### src/rtl/ctrl_decode_stage.sv
// Registered RV32I(+M) decode stage: decodes the IF/ID instruction into the control bundle
// and holds it in an ID/EX register behind a valid/ready handshake with load-use stalling.
module ctrl_decode_stage #(
  parameter int XLEN    = 32,
  parameter bit EN_MEXT = 1'b1,
  parameter int CNT_W   = 16
) (
  input  logic             clk,
  input  logic             rstn,
  input  logic             in_valid,
  output logic             in_ready,
  input  logic [31:0]      in_instr,
  input  logic [XLEN-1:0]  in_pc,
  input  logic             flush,
  input  logic             ex_ready,
  output logic             out_valid,
  output logic [XLEN-1:0]  out_pc,
  output logic [4:0]       out_rs1,
  output logic [4:0]       out_rs2,
  output logic [4:0]       out_rd,
  output logic             RegWrite,
  output logic             MemWrite,
  output logic             ALUSrc,
  output logic [5:0]       EXTOp,
  output logic [4:0]       ALUOp,
  output logic [2:0]       NPCOp,
  output logic [1:0]       WDSel,
  output logic [2:0]       DMType,
  output logic             out_muldiv,
  output logic [2:0]       out_mdop,
  output logic             out_illegal,
  output logic [CNT_W-1:0] stall_cnt
);

  localparam logic [6:0] OP_R     = 7'b0110011;
  localparam logic [6:0] OP_I     = 7'b0010011;
  localparam logic [6:0] OP_LOAD  = 7'b0000011;
  localparam logic [6:0] OP_STORE = 7'b0100011;
  localparam logic [6:0] OP_BR    = 7'b1100011;
  localparam logic [6:0] OP_JAL   = 7'b1101111;
  localparam logic [6:0] OP_JALR  = 7'b1100111;
  localparam logic [6:0] OP_LUI   = 7'b0110111;
  localparam logic [6:0] OP_AUIPC = 7'b0010111;

  localparam logic [2:0] NPC_PLUS4  = 3'b000;
  localparam logic [2:0] NPC_BRANCH = 3'b001;
  localparam logic [2:0] NPC_JUMP   = 3'b010;
  localparam logic [2:0] NPC_JALR   = 3'b100;

  localparam logic [5:0] EXT_SHAMT = 6'b100000;
  localparam logic [5:0] EXT_I     = 6'b010000;
  localparam logic [5:0] EXT_S     = 6'b001000;
  localparam logic [5:0] EXT_B     = 6'b000100;
  localparam logic [5:0] EXT_U     = 6'b000010;
  localparam logic [5:0] EXT_J     = 6'b000001;

  localparam logic [1:0] WD_ALU = 2'b00;
  localparam logic [1:0] WD_MEM = 2'b01;
  localparam logic [1:0] WD_PC  = 2'b10;

  localparam logic [4:0] ALU_NOP   = 5'b00000;
  localparam logic [4:0] ALU_LUI   = 5'b00001;
  localparam logic [4:0] ALU_AUIPC = 5'b00010;
  localparam logic [4:0] ALU_ADD   = 5'b00011;
  localparam logic [4:0] ALU_SUB   = 5'b00100;
  localparam logic [4:0] ALU_BNE   = 5'b00101;
  localparam logic [4:0] ALU_BLT   = 5'b00110;
  localparam logic [4:0] ALU_BGE   = 5'b00111;
  localparam logic [4:0] ALU_BLTU  = 5'b01000;
  localparam logic [4:0] ALU_BGEU  = 5'b01001;
  localparam logic [4:0] ALU_SLT   = 5'b01010;
  localparam logic [4:0] ALU_SLTU  = 5'b01011;
  localparam logic [4:0] ALU_XOR   = 5'b01100;
  localparam logic [4:0] ALU_OR    = 5'b01101;
  localparam logic [4:0] ALU_AND   = 5'b01110;
  localparam logic [4:0] ALU_SLL   = 5'b01111;
  localparam logic [4:0] ALU_SRL   = 5'b10000;
  localparam logic [4:0] ALU_SRA   = 5'b10001;

  localparam logic [2:0] DM_W  = 3'b000;
  localparam logic [2:0] DM_H  = 3'b001;
  localparam logic [2:0] DM_HU = 3'b010;
  localparam logic [2:0] DM_B  = 3'b011;
  localparam logic [2:0] DM_BU = 3'b100;

  function automatic logic [CNT_W-1:0] sat_inc(input logic [CNT_W-1:0] v);
    return (&v) ? v : v + CNT_W'(1);
  endfunction

  logic [6:0] opcode;
  logic [2:0] funct3;
  logic [6:0] funct7;
  logic [4:0] rs1, rs2, rd;
  assign opcode = in_instr[6:0];
  assign funct3 = in_instr[14:12];
  assign funct7 = in_instr[31:25];
  assign rs1    = in_instr[19:15];
  assign rs2    = in_instr[24:20];
  assign rd     = in_instr[11:7];

  logic       dec_regwrite, dec_memwrite, dec_alusrc, dec_muldiv, dec_illegal;
  logic [5:0] dec_extop;
  logic [4:0] dec_aluop;
  logic [2:0] dec_npcop, dec_dmtype;
  logic [1:0] dec_wdsel;

  always_comb begin
    dec_regwrite = 1'b0;
    dec_memwrite = 1'b0;
    dec_alusrc   = 1'b0;
    dec_extop    = '0;
    dec_aluop    = ALU_NOP;
    dec_npcop    = NPC_PLUS4;
    dec_wdsel    = WD_ALU;
    dec_dmtype   = DM_W;
    dec_muldiv   = 1'b0;
    dec_illegal  = 1'b0;
    case (opcode)
      OP_R: begin
        dec_regwrite = 1'b1;
        if (funct7 == 7'b0000000) begin
          case (funct3)
            3'b000:  dec_aluop = ALU_ADD;
            3'b001:  dec_aluop = ALU_SLL;
            3'b010:  dec_aluop = ALU_SLT;
            3'b011:  dec_aluop = ALU_SLTU;
            3'b100:  dec_aluop = ALU_XOR;
            3'b101:  dec_aluop = ALU_SRL;
            3'b110:  dec_aluop = ALU_OR;
            default: dec_aluop = ALU_AND;
          endcase
        end else if (funct7 == 7'b0100000 && funct3 == 3'b000) begin
          dec_aluop = ALU_SUB;
        end else if (funct7 == 7'b0100000 && funct3 == 3'b101) begin
          dec_aluop = ALU_SRA;
        end else if (funct7 == 7'b0000001 && EN_MEXT) begin
          dec_muldiv = 1'b1;
        end else begin
          dec_illegal = 1'b1;
        end
      end
      OP_I: begin
        dec_regwrite = 1'b1;
        dec_alusrc   = 1'b1;
        dec_extop    = EXT_I;
        case (funct3)
          3'b000: dec_aluop = ALU_ADD;
          3'b010: dec_aluop = ALU_SLT;
          3'b011: dec_aluop = ALU_SLTU;
          3'b100: dec_aluop = ALU_XOR;
          3'b110: dec_aluop = ALU_OR;
          3'b111: dec_aluop = ALU_AND;
          3'b001: begin
            dec_extop   = EXT_SHAMT;
            dec_aluop   = ALU_SLL;
            dec_illegal = (funct7 != 7'b0000000);
          end
          default: begin
            dec_extop = EXT_SHAMT;
            if (funct7 == 7'b0000000)      dec_aluop = ALU_SRL;
            else if (funct7 == 7'b0100000) dec_aluop = ALU_SRA;
            else                           dec_illegal = 1'b1;
          end
        endcase
      end
      OP_LOAD: begin
        dec_regwrite = 1'b1;
        dec_alusrc   = 1'b1;
        dec_extop    = EXT_I;
        dec_aluop    = ALU_ADD;
        dec_wdsel    = WD_MEM;
        case (funct3)
          3'b000:  dec_dmtype = DM_B;
          3'b001:  dec_dmtype = DM_H;
          3'b010:  dec_dmtype = DM_W;
          3'b100:  dec_dmtype = DM_BU;
          3'b101:  dec_dmtype = DM_HU;
          default: dec_illegal = 1'b1;
        endcase
      end
      OP_STORE: begin
        dec_memwrite = 1'b1;
        dec_alusrc   = 1'b1;
        dec_extop    = EXT_S;
        dec_aluop    = ALU_ADD;
        case (funct3)
          3'b000:  dec_dmtype = DM_B;
          3'b001:  dec_dmtype = DM_H;
          3'b010:  dec_dmtype = DM_W;
          default: dec_illegal = 1'b1;
        endcase
      end
      OP_BR: begin
        dec_extop = EXT_B;
        dec_npcop = NPC_BRANCH;
        case (funct3)
          3'b000:  dec_aluop = ALU_SUB;
          3'b001:  dec_aluop = ALU_BNE;
          3'b100:  dec_aluop = ALU_BLT;
          3'b101:  dec_aluop = ALU_BGE;
          3'b110:  dec_aluop = ALU_BLTU;
          3'b111:  dec_aluop = ALU_BGEU;
          default: dec_illegal = 1'b1;
        endcase
      end
      OP_JAL: begin
        dec_regwrite = 1'b1;
        dec_extop    = EXT_J;
        dec_npcop    = NPC_JUMP;
        dec_wdsel    = WD_PC;
      end
      OP_JALR: begin
        dec_regwrite = 1'b1;
        dec_alusrc   = 1'b1;
        dec_extop    = EXT_I;
        dec_aluop    = ALU_ADD;
        dec_npcop    = NPC_JALR;
        dec_wdsel    = WD_PC;
        dec_illegal  = (funct3 != 3'b000);
      end
      OP_LUI: begin
        dec_regwrite = 1'b1;
        dec_alusrc   = 1'b1;
        dec_extop    = EXT_U;
        dec_aluop    = ALU_LUI;
      end
      OP_AUIPC: begin
        dec_regwrite = 1'b1;
        dec_alusrc   = 1'b1;
        dec_extop    = EXT_U;
        dec_aluop    = ALU_AUIPC;
      end
      default: dec_illegal = 1'b1;
    endcase
    // An illegal instruction travels down as an inert bundle tagged out_illegal.
    if (dec_illegal) begin
      dec_regwrite = 1'b0;
      dec_memwrite = 1'b0;
      dec_alusrc   = 1'b0;
      dec_extop    = '0;
      dec_aluop    = ALU_NOP;
      dec_npcop    = NPC_PLUS4;
      dec_wdsel    = WD_ALU;
      dec_dmtype   = DM_W;
      dec_muldiv   = 1'b0;
    end
    if (rd == 5'd0) dec_regwrite = 1'b0;
  end

  logic             valid_q, valid_d, regwrite_q, regwrite_d, memwrite_q, memwrite_d;
  logic             alusrc_q, alusrc_d, muldiv_q, muldiv_d, illegal_q, illegal_d;
  logic [XLEN-1:0]  pc_q, pc_d;
  logic [4:0]       rs1_q, rs1_d, rs2_q, rs2_d, rd_q, rd_d, aluop_q, aluop_d;
  logic [5:0]       extop_q, extop_d;
  logic [2:0]       npcop_q, npcop_d, dmtype_q, dmtype_d, mdop_q, mdop_d;
  logic [1:0]       wdsel_q, wdsel_d;
  logic [CNT_W-1:0] cnt_q, cnt_d;

  logic use1, use2, hz, adv;
  assign use1 = !(opcode == OP_LUI || opcode == OP_AUIPC || opcode == OP_JAL);
  assign use2 = (opcode == OP_R) || (opcode == OP_STORE) || (opcode == OP_BR);
  assign hz   = valid_q && (wdsel_q == WD_MEM) && (rd_q != 5'd0) && in_valid &&
                ((use1 && rs1 == rd_q) || (use2 && rs2 == rd_q));
  assign adv      = ex_ready | ~valid_q;
  assign in_ready = adv & (~hz | flush);

  always_comb begin
    valid_d = valid_q; regwrite_d = regwrite_q; memwrite_d = memwrite_q;
    alusrc_d = alusrc_q; muldiv_d = muldiv_q; illegal_d = illegal_q;
    pc_d = pc_q; rs1_d = rs1_q; rs2_d = rs2_q; rd_d = rd_q; aluop_d = aluop_q;
    extop_d = extop_q; npcop_d = npcop_q; dmtype_d = dmtype_q; mdop_d = mdop_q;
    wdsel_d = wdsel_q; cnt_d = cnt_q;
    if (adv) begin
      if (flush || hz || !in_valid) begin
        valid_d    = 1'b0;
        regwrite_d = 1'b0;
        memwrite_d = 1'b0;
        npcop_d    = NPC_PLUS4;
        if (!flush && hz) cnt_d = sat_inc(cnt_q);
      end else begin
        valid_d    = 1'b1;
        pc_d       = in_pc;
        rs1_d      = rs1;
        rs2_d      = rs2;
        rd_d       = rd;
        regwrite_d = dec_regwrite;
        memwrite_d = dec_memwrite;
        alusrc_d   = dec_alusrc;
        extop_d    = dec_extop;
        aluop_d    = dec_aluop;
        npcop_d    = dec_npcop;
        wdsel_d    = dec_wdsel;
        dmtype_d   = dec_dmtype;
        muldiv_d   = dec_muldiv;
        mdop_d     = dec_muldiv ? funct3 : 3'b000;
        illegal_d  = dec_illegal;
      end
    end
  end

  // ID/EX register
  always_ff @(posedge clk or negedge rstn) begin
    if (!rstn) begin
      valid_q <= 1'b0; regwrite_q <= 1'b0; memwrite_q <= 1'b0;
      alusrc_q <= 1'b0; muldiv_q <= 1'b0; illegal_q <= 1'b0;
      pc_q <= '0; rs1_q <= '0; rs2_q <= '0; rd_q <= '0; aluop_q <= '0;
      extop_q <= '0; npcop_q <= '0; dmtype_q <= '0; mdop_q <= '0;
      wdsel_q <= '0; cnt_q <= '0;
    end else begin
      valid_q <= valid_d; regwrite_q <= regwrite_d; memwrite_q <= memwrite_d;
      alusrc_q <= alusrc_d; muldiv_q <= muldiv_d; illegal_q <= illegal_d;
      pc_q <= pc_d; rs1_q <= rs1_d; rs2_q <= rs2_d; rd_q <= rd_d; aluop_q <= aluop_d;
      extop_q <= extop_d; npcop_q <= npcop_d; dmtype_q <= dmtype_d; mdop_q <= mdop_d;
      wdsel_q <= wdsel_d; cnt_q <= cnt_d;
    end
  end

  assign out_valid   = valid_q;
  assign out_pc      = pc_q;
  assign out_rs1     = rs1_q;
  assign out_rs2     = rs2_q;
  assign out_rd      = rd_q;
  assign RegWrite    = regwrite_q;
  assign MemWrite    = memwrite_q;
  assign ALUSrc      = alusrc_q;
  assign EXTOp       = extop_q;
  assign ALUOp       = aluop_q;
  assign NPCOp       = npcop_q;
  assign WDSel       = wdsel_q;
  assign DMType      = dmtype_q;
  assign out_muldiv  = muldiv_q;
  assign out_mdop    = mdop_q;
  assign out_illegal = illegal_q;
  assign stall_cnt   = cnt_q;

endmodule
### config.mk
export PLATFORM = sky130hd
export DESIGN_NAME = ctrl_decode_stage
export DESIGN_NICKNAME = d
export VERILOG_FILES = /design/src/rtl/ctrl_decode_stage.sv
export SDC_FILE = /design/constraint.sdc
export NUM_CORES = 1
export LEC_CHECK = 0
export ABC_AREA = 1
export ABC_CLOCK_PERIOD_IN_PS = 6800
export CORE_AREA = 4 4 103 105
export CTS_CLUSTER_SIZE = 10
export DETAILED_ROUTE_END_ITERATION = 16
export DIE_AREA = 0 0 107 109
export PLACE_DENSITY = 0.91
export SETUP_SLACK_MARGIN = 0.3
export SYNTH_ARGS = -nofsm -noshare
export SYNTH_HDL_FRONTEND = slang
export SYNTH_SLANG_ARGS = --single-unit
### constraint.sdc
create_clock -name clk -period 6.8 [get_ports clk]
set_clock_uncertainty 0.15 [all_clocks]
set_input_delay 2.04 -clock clk [delete_from_list [all_inputs] [get_ports clk]]
set_output_delay 2.04 -clock clk [all_outputs]
set_load 0.05 [all_outputs]
# Word level (Yosys, flattened, before mapping)
# Index checks and enable logic that the tools add are counted.
# totals
latchBits	0
reg_bits	91
elab_cells	135
romBits	0
mem_bits_rw	0
n_memories	0
# op_classes
bitwise_logic	7
muxes	50
mul	0
n_reduce_logical	39
add_sub_neg	1
n_eq_ne	21
n_lt_le_gt_ge	0
div_mod_pow	0
shift	0
# ops
op	count
$pmux W5 S7	2
$pmux W6 S6	1
$mux W5	6
$pmux W5 S6	1
$eq A7 B6 Y1 const B	4
$mux W1	25
$pmux W4 S6	1
$eq A7 B7 Y1 const B	3
$reduce_or A6 Y1	3
$add A16 B1 Y16 const B	1
$reduce_and A16 Y1	1
$eq A7 B5 Y1 const B	2
$eq A3 B3 Y1 const B	4
$mux W3	4
$mux W6	2
$pmux W3 S4	1
$eq A5 B5 Y1	2
$logic_and A1 B1 Y1	9
$pmux W3 S3	1
$reduce_or A3 Y1	3
$pmux W2 S2	2
$eq A7 B1 Y1 const B	1
$eq A7 B2 Y1 const B	1
$logic_not A7 Y1	1
other kinds (22)	37

# Depth between registers and ports, before layout
# Gate-level depths: netlist of the first run.
# logic_depth
word_depth	11
mapped_depth	15

# Least setup slack after synthesis of the first run
# OpenSTA, ideal clock, no wires.
# synth_path
path_type	input -> output
start	input in_instr[1]
end	output in_ready
t_arrival_ps	3062
required_ps	4610
path_buffers	0
cell_stages	10
setup_slack_ps	1548
path_cell_list	nand2_1 -> inv_1 -> nand3_1 -> nand2_1 -> inv_1 -> nand3_1 -> nand2_1 -> nand2_4 -> o21ai_0 -> inv_1
# synth_via
elab_chain_cells	10
# synth_rtl
item	line	source
from (decl)	12	input logic [31:0] in_instr,
$eq A7 B6 Y1 / $eq A7 B5 Y1 (equally long branches)	260	assign use1 = !(opcode == OP_LUI || opcode == OP_AUIPC || opcode == OP_JAL);
$logic_or A1 B1 Y1 (2 in a row)	260	
$logic_not A1 Y1	260	
$logic_and A1 B1 Y1	263	((use1 && rs1 == rd_q) || (use2 && rs2 == rd_q));
$logic_or A1 B1 Y1 (*)	263	
$logic_and A1 B1 Y1 (*)	262	assign hz = valid_q && (wdsel_q == WD_MEM) && (rd_q != 5'd0) && in_valid &&
$not A1 Y1 (*)	265	assign in_ready = adv & (~hz | flush);
$or A1 B1 Y1 (*)	265	
$and A1 B1 Y1 (*)	265	
to (decl)	11	output logic in_ready,
# Mark *: on every way between the ends. The rest lies on a longest branch, timed or not.

# Worst setup path in the final report of the first run
# layout_path
start	input in_instr[3]
end	output in_ready
# Same word-level chain as after synthesis.

==> results of run 1 <==
## synthesized netlist by cell type, types with 2 or more instances
cell	instances	area, µm²
o21bai_1	3	22.5
nor3_1	6	30.0
clkbuf_1	4	15.0
inv_2	5	18.8
nor2_2	2	12.5
inv_1	44	165
buf_6	2	22.5
buf_4	6	45.0
xor2_1	7	61.3
xnor2_1	13	114
nand3_1	47	235
buf_2	7	35.0
nand4_1	8	50.1
dfrtp_1	91	2280
nand2_2	5	31.3
nand2_1	280	1050
nor2_1	51	191
a21oi_1	7	35.0
nor2_4	2	22.5
o211ai_1	3	22.5
o21ai_0	24	120
## cell type report
cell class | instances | area, µm² | area share [%]
Sequential cell | 91 | 2280 | 34.8
Multi-Input combinational cell | 467 | 2090 | 31.9
Timing Repair Buffer | 161 | 1600 | 24.5
Inverter | 50 | 188 | 2.87
Tap cell | 133 | 166 | 2.54
Clock buffer | 10 | 128 | 1.95
Clock inverter | 6 | 88.8 | 1.36
## stage by stage
step	instances	instance area, µm²	utilization [%]	total power, mW	setup WS [ns]
final	918	6540	67.9	1.45	0.738
after global routing	918	6540	67.9	1.52	0.543
after CTS	918	6540	67.9	1.46	0.771
after detailed placement	902	6320	65.6	1.06	0.783
after global placement	902	6320	65.6	1.05	0.795
after floorplan	627	4670	-	0.882	1.55
## per-layer routing
layer	routed length (µm)	part of all wire, %
met1	5310	40
met2	6830	52
met3	958	7.2
met4	144	1.1
met5	0	0
## flip-flops by register name, indices dropped and copies added, names as in the netlist
name and cells:
EXTOp 6, WDSel 2, out_pc 32, MemWrite 1, out_rd 5, out_mdop 3, ALUOp 5, out_muldiv 1
out_valid 1, out_rs1 5, out_rs2 5, DMType 3, out_illegal 1, RegWrite 1, ALUSrc 1, stall_cnt 16
NPCOp 3
## report_power, final
part	switching, mW	total, mW	internal (mW)
logic	0.282	0.429	0.146
clock network	0.192	0.400	0.208
registers	0.0319	0.619	0.587
total	0.506	1.45	0.942
## critical path, stage by stage
cell and delay, ns:
clkdlybuf4s50_1 0.46, nor2_1 0.20, nand2_2 0.16, a21oi_1 0.27, nand4_1 0.12, nand2_1 0.12, nand2_4 0.09, o21ai_0 0.15
inv_1 0.07, buf_4 0.19
## logic make-up after synthesis
| group | synth area share, % |
|---|---|
| AO/OA/AOI/OAI | 4.47 |
| XOR/XNOR | 3.75 |
| adder cells (fa/ha/maj) | 0.268 |
| buffers and inverters | 6.53 |
| flip-flops | 48.7 |
| AND/OR/NAND/NOR | 36.2 |
## worst max-delay path by stage
stage	endpoint	slack, ns	start	cells past startpoint
after floorplan	in_ready	1.55	in_instr[1]	10
after global placement	in_ready	0.79	in_instr[3]	10
after detailed placement	in_ready	0.78	in_instr[3]	10
after CTS	in_ready	0.77	in_instr[3]	10
after global routing	in_ready	0.54	in_instr[3]	10
final	in_ready	0.74	in_instr[3]	10
==> impl_metrics.toml, run 1 <==
[grt]
grt_overflow = 0
grt_usage_pct = 23.3
grt_pass1_wl_mm = 21.5
grt_start_max_net_pins = 92
met1_usage_pct = 27.6
met3_usage_pct = 7.64
globalRouteMet2Util_pct = 40.9
grt_pass1_vias = 4553
grt.busiest_layer = "met2"
antenna_found_initial = 0

[sta]
fin_setup_tns_ns = 0
rsz0062_at_grt = "false"
hold-worst-slack_ns = 0.336
min_period_ns = 6.06
worstMarginPinSlew_ns = 1.18
finalSetupViolations = 0
slew_headroom_pct = 21.0
finalHoldViolCount = 0
fmax_mhz = 165
timing.final.crit_share_pct = 89.2
drv_slew = 0

[floorplan]
initial_core_util_pct = 48.5
coreArea_mm2 = 0.00964
rows = 36
num_io_pins = 161
die_area_mm2 = 0.0117
die_width_um = 107
die_height_um = 109

[critical_path]
r2r_cells = 9
required_ns = 4.61
worst-setup-path-type = "in -> out"
cp.arrival_ns = 3.87
reg2reg_from = "stall_cnt[0]"
r2r_slack_ns = 3.88
r2r_end = "stall_cnt[5]"
end_kind = "output port"
cp_max_fo = 9
critPathLaunchType = "input pin"

[power_and_ir_drop]
p_per_area_mw_per_mm2 = 221
p_leak_nw = 3.19
ir_drop_uv = 175

[clock_network]
cts_resized = 0
cts_buffer_depth = 2
cts_hold_buf = 0
insertion_delay_ns = 0.36
cts_num_sinks = 91
post_cts_buffers = 0
cts_tree = "yes"
cts_buffers = 9
path_clk_slew_ns = 0.08
ctsHtreeMaxLevel = 3
ctsRootBufferMaster = "clkbuf_8"

[layout]
drive_above_1_share_pct = 4.59
layout_commonest_cell = "nand2_1"
final_cell_mix = "280 x nand2_1, 158 x clkdlybuf4s50_1, 91 x dfrtp_1, 51 x nor2_1, 47 x nand3_1"
diodes = 0
area_growth_pct = 40.0
final_nets = 850
fillers = 842

[synth]
synth_warnings = 0
async_reset_ff_share_pct = 100
synthesis.area_mm2 = 0.00467
syn_inst = 627
ys_ff_latch = 91
synth-main-ff-cell = "dfrtp_1"
ys_seq_area_share_pct = 48.7
syn_area_per_cell_um2 = 7.45
ys_types = 31
synth_fp_nets = 697
synth_edf_count = 0

[worst_hold_path]
hold_path_end = "EXTOp[0]"
worstHoldPathType = "reg -> reg"
worstHoldPathCells = 2
hp-start = "EXTOp[0]"

[drt]
drtPass1Iterations = 5
drt-total-wl_mm = 13.2
vias = 4527
drc = 0
drt_iter0_drc = 256
viasPerCell = 4.93
antenna_left = 0
wire_per_inst_um = 14.4

[run]
maxCapViolCount = 0

[outcome]
status = "complete, no violations"

[placement]
io_buffers = 160
finalWeightedCongestion = 0.892
dp_hpwl_mm = 10.0
Power figures use the tool's default switching activity.
==> run 2: changes to the inputs <==
GPL_TIMING_DRIVEN = 0   (was unset)
==> impl_metrics.toml, run 2 (synthesis gave the netlist of run 1 again) <==
[drt]
drt-total-wl_mm = 14.1
drt_iter0_drc = 273
antenna_left = 0
drtPass1Iterations = 5
wire_per_inst_um = 15.1
viasPerCell = 5.02
drc = 0
vias = 4694

[clock_network]
path_clk_slew_ns = 0.09
ctsHtreeMaxLevel = 3
cts_buffer_depth = 2
post_cts_buffers = 0
cts_num_sinks = 91
cts_tree = "yes"
insertion_delay_ns = 0.36
ctsRootBufferMaster = "clkbuf_8"
cts_buffers = 9

[grt]
met3_usage_pct = 7.16
grt_start_max_net_pins = 70
antenna_found_initial = 0
grt_overflow = 0
grt_pass1_wl_mm = 22.9
grt_usage_pct = 24.9
globalRouteMet2Util_pct = 41.1
grt.busiest_layer = "met2"
met1_usage_pct = 31.1
grt_pass1_vias = 4734

[critical_path]
worst-setup-path-type = "in -> out"
cp_max_fo = 6
required_ns = 4.61
cp.arrival_ns = 4.16
critPathLaunchType = "input pin"
end_kind = "output port"
r2r_slack_ns = 4.40

[sta]
finalHoldViolCount = 0
min_period_ns = 6.35
timing.final.crit_share_pct = 93.3
fin_setup_tns_ns = 0
finalSetupViolations = 0
worstMarginPinSlew_ns = 0.633
rsz0062_at_grt = "false"
drv_slew = 0
hold-worst-slack_ns = 0.336
worst_slack_ns = 0.455
slew_headroom_pct = 57.4
fmax_mhz = 158

[layout]
multiInputGateArea_mm2 = 0.00209
largest_reg_flops = 32
area_growth_pct = 42.1
finalNonFillerCells = 935
regArea_mm2 = 0.00228
final_cell_area_mm2 = 0.00664
layout_commonest_cell = "nand2_1"
utilization_pct = 68.9
final_cell_mix = "280 x nand2_1, 157 x clkdlybuf4s50_1, 91 x dfrtp_1, 51 x nor2_1, 47 x nand3_1"
fillers = 823
drive_above_1_share_pct = 6.23
final_nets = 868
diodes = 0

[floorplan]
die_height_um = 109
num_io_pins = 161
die_width_um = 107
die_area_mm2 = 0.0117
coreArea_mm2 = 0.00964
rows = 36
initial_core_util_pct = 48.5

[outcome]
status = "complete, no violations"

[power_and_ir_drop]
power.total_mw = 1.41
ir_drop_uv = 157
p_per_area_mw_per_mm2 = 213
p_leak_nw = 3.25

[placement]
dp_hpwl_mm = 11.1
dpl_worst_slack_ns = 0.207
place_inst = 920
finalWeightedCongestion = 0.927
io_buffers = 159
dpl_cell_area_mm2 = 0.00645

[worst_hold_path]
worstHoldPathType = "reg -> reg"

[run]
maxCapViolCount = 0
run 2: timing repair:
action                     in CTS  in global routing
hold buffers                    0                  0
setup endpoints to repair       1                  0
resized for setup               1                  0
run 2: area by class of cell:
cell class	count	share of cell area, %
multi-input combinational	467	31.5
sequential	91	34.3
clock inverter	4	0.509
tap	133	2.51
inverter	50	2.83
timing repair buffer	160	24.3
buffer	19	1.77
clock buffer	11	2.28
run 2: final timing paths:
kind,start,endpoint,cells after the start
max in group asynchronous,rstn,ALUOp[1],2
hold reg to reg,out_pc[3],out_pc[3],2
setup / recovery,in_instr[4],in_ready,12
min in group asynchronous,rstn,NPCOp[2],1
hold / removal,out_pc[3],out_pc[3],2
setup reg to reg,stall_cnt[0],stall_cnt[12],9
run 2: worst max-delay path: stages:
cell	delay, ns
clkdlybuf4s50_1	0.55
inv_2	0.09
nor2_2	0.13
nand3_1	0.17
nand2_1	0.14
inv_1	0.05
nand3_1	0.07
nand2_1	0.08
nand2_4	0.11
o21ai_0	0.09
inv_1	0.09
dlygate4sd2_1	0.54
run 2: metal layers:
| metal | up-vias | wire (µm) |
|---|---|---|
| met1 | 2186 | 5790 |
| met5 | - | 0 |
| met2 | 173 | 6850 |
| met3 | 35 | 1030 |
| met4 | 0 | 441 |
| li1 | 2300 | - |
run 2: where the power goes:
group | total, mW | switching [mW] | internal (mW) | leakage, nW
Clock | 0.352 | 0.198 | 0.154 | 0.0920
Combinational | 0.440 | 0.288 | 0.152 | 1.97
Sequential | 0.619 | 0.0320 | 0.587 | 1.19
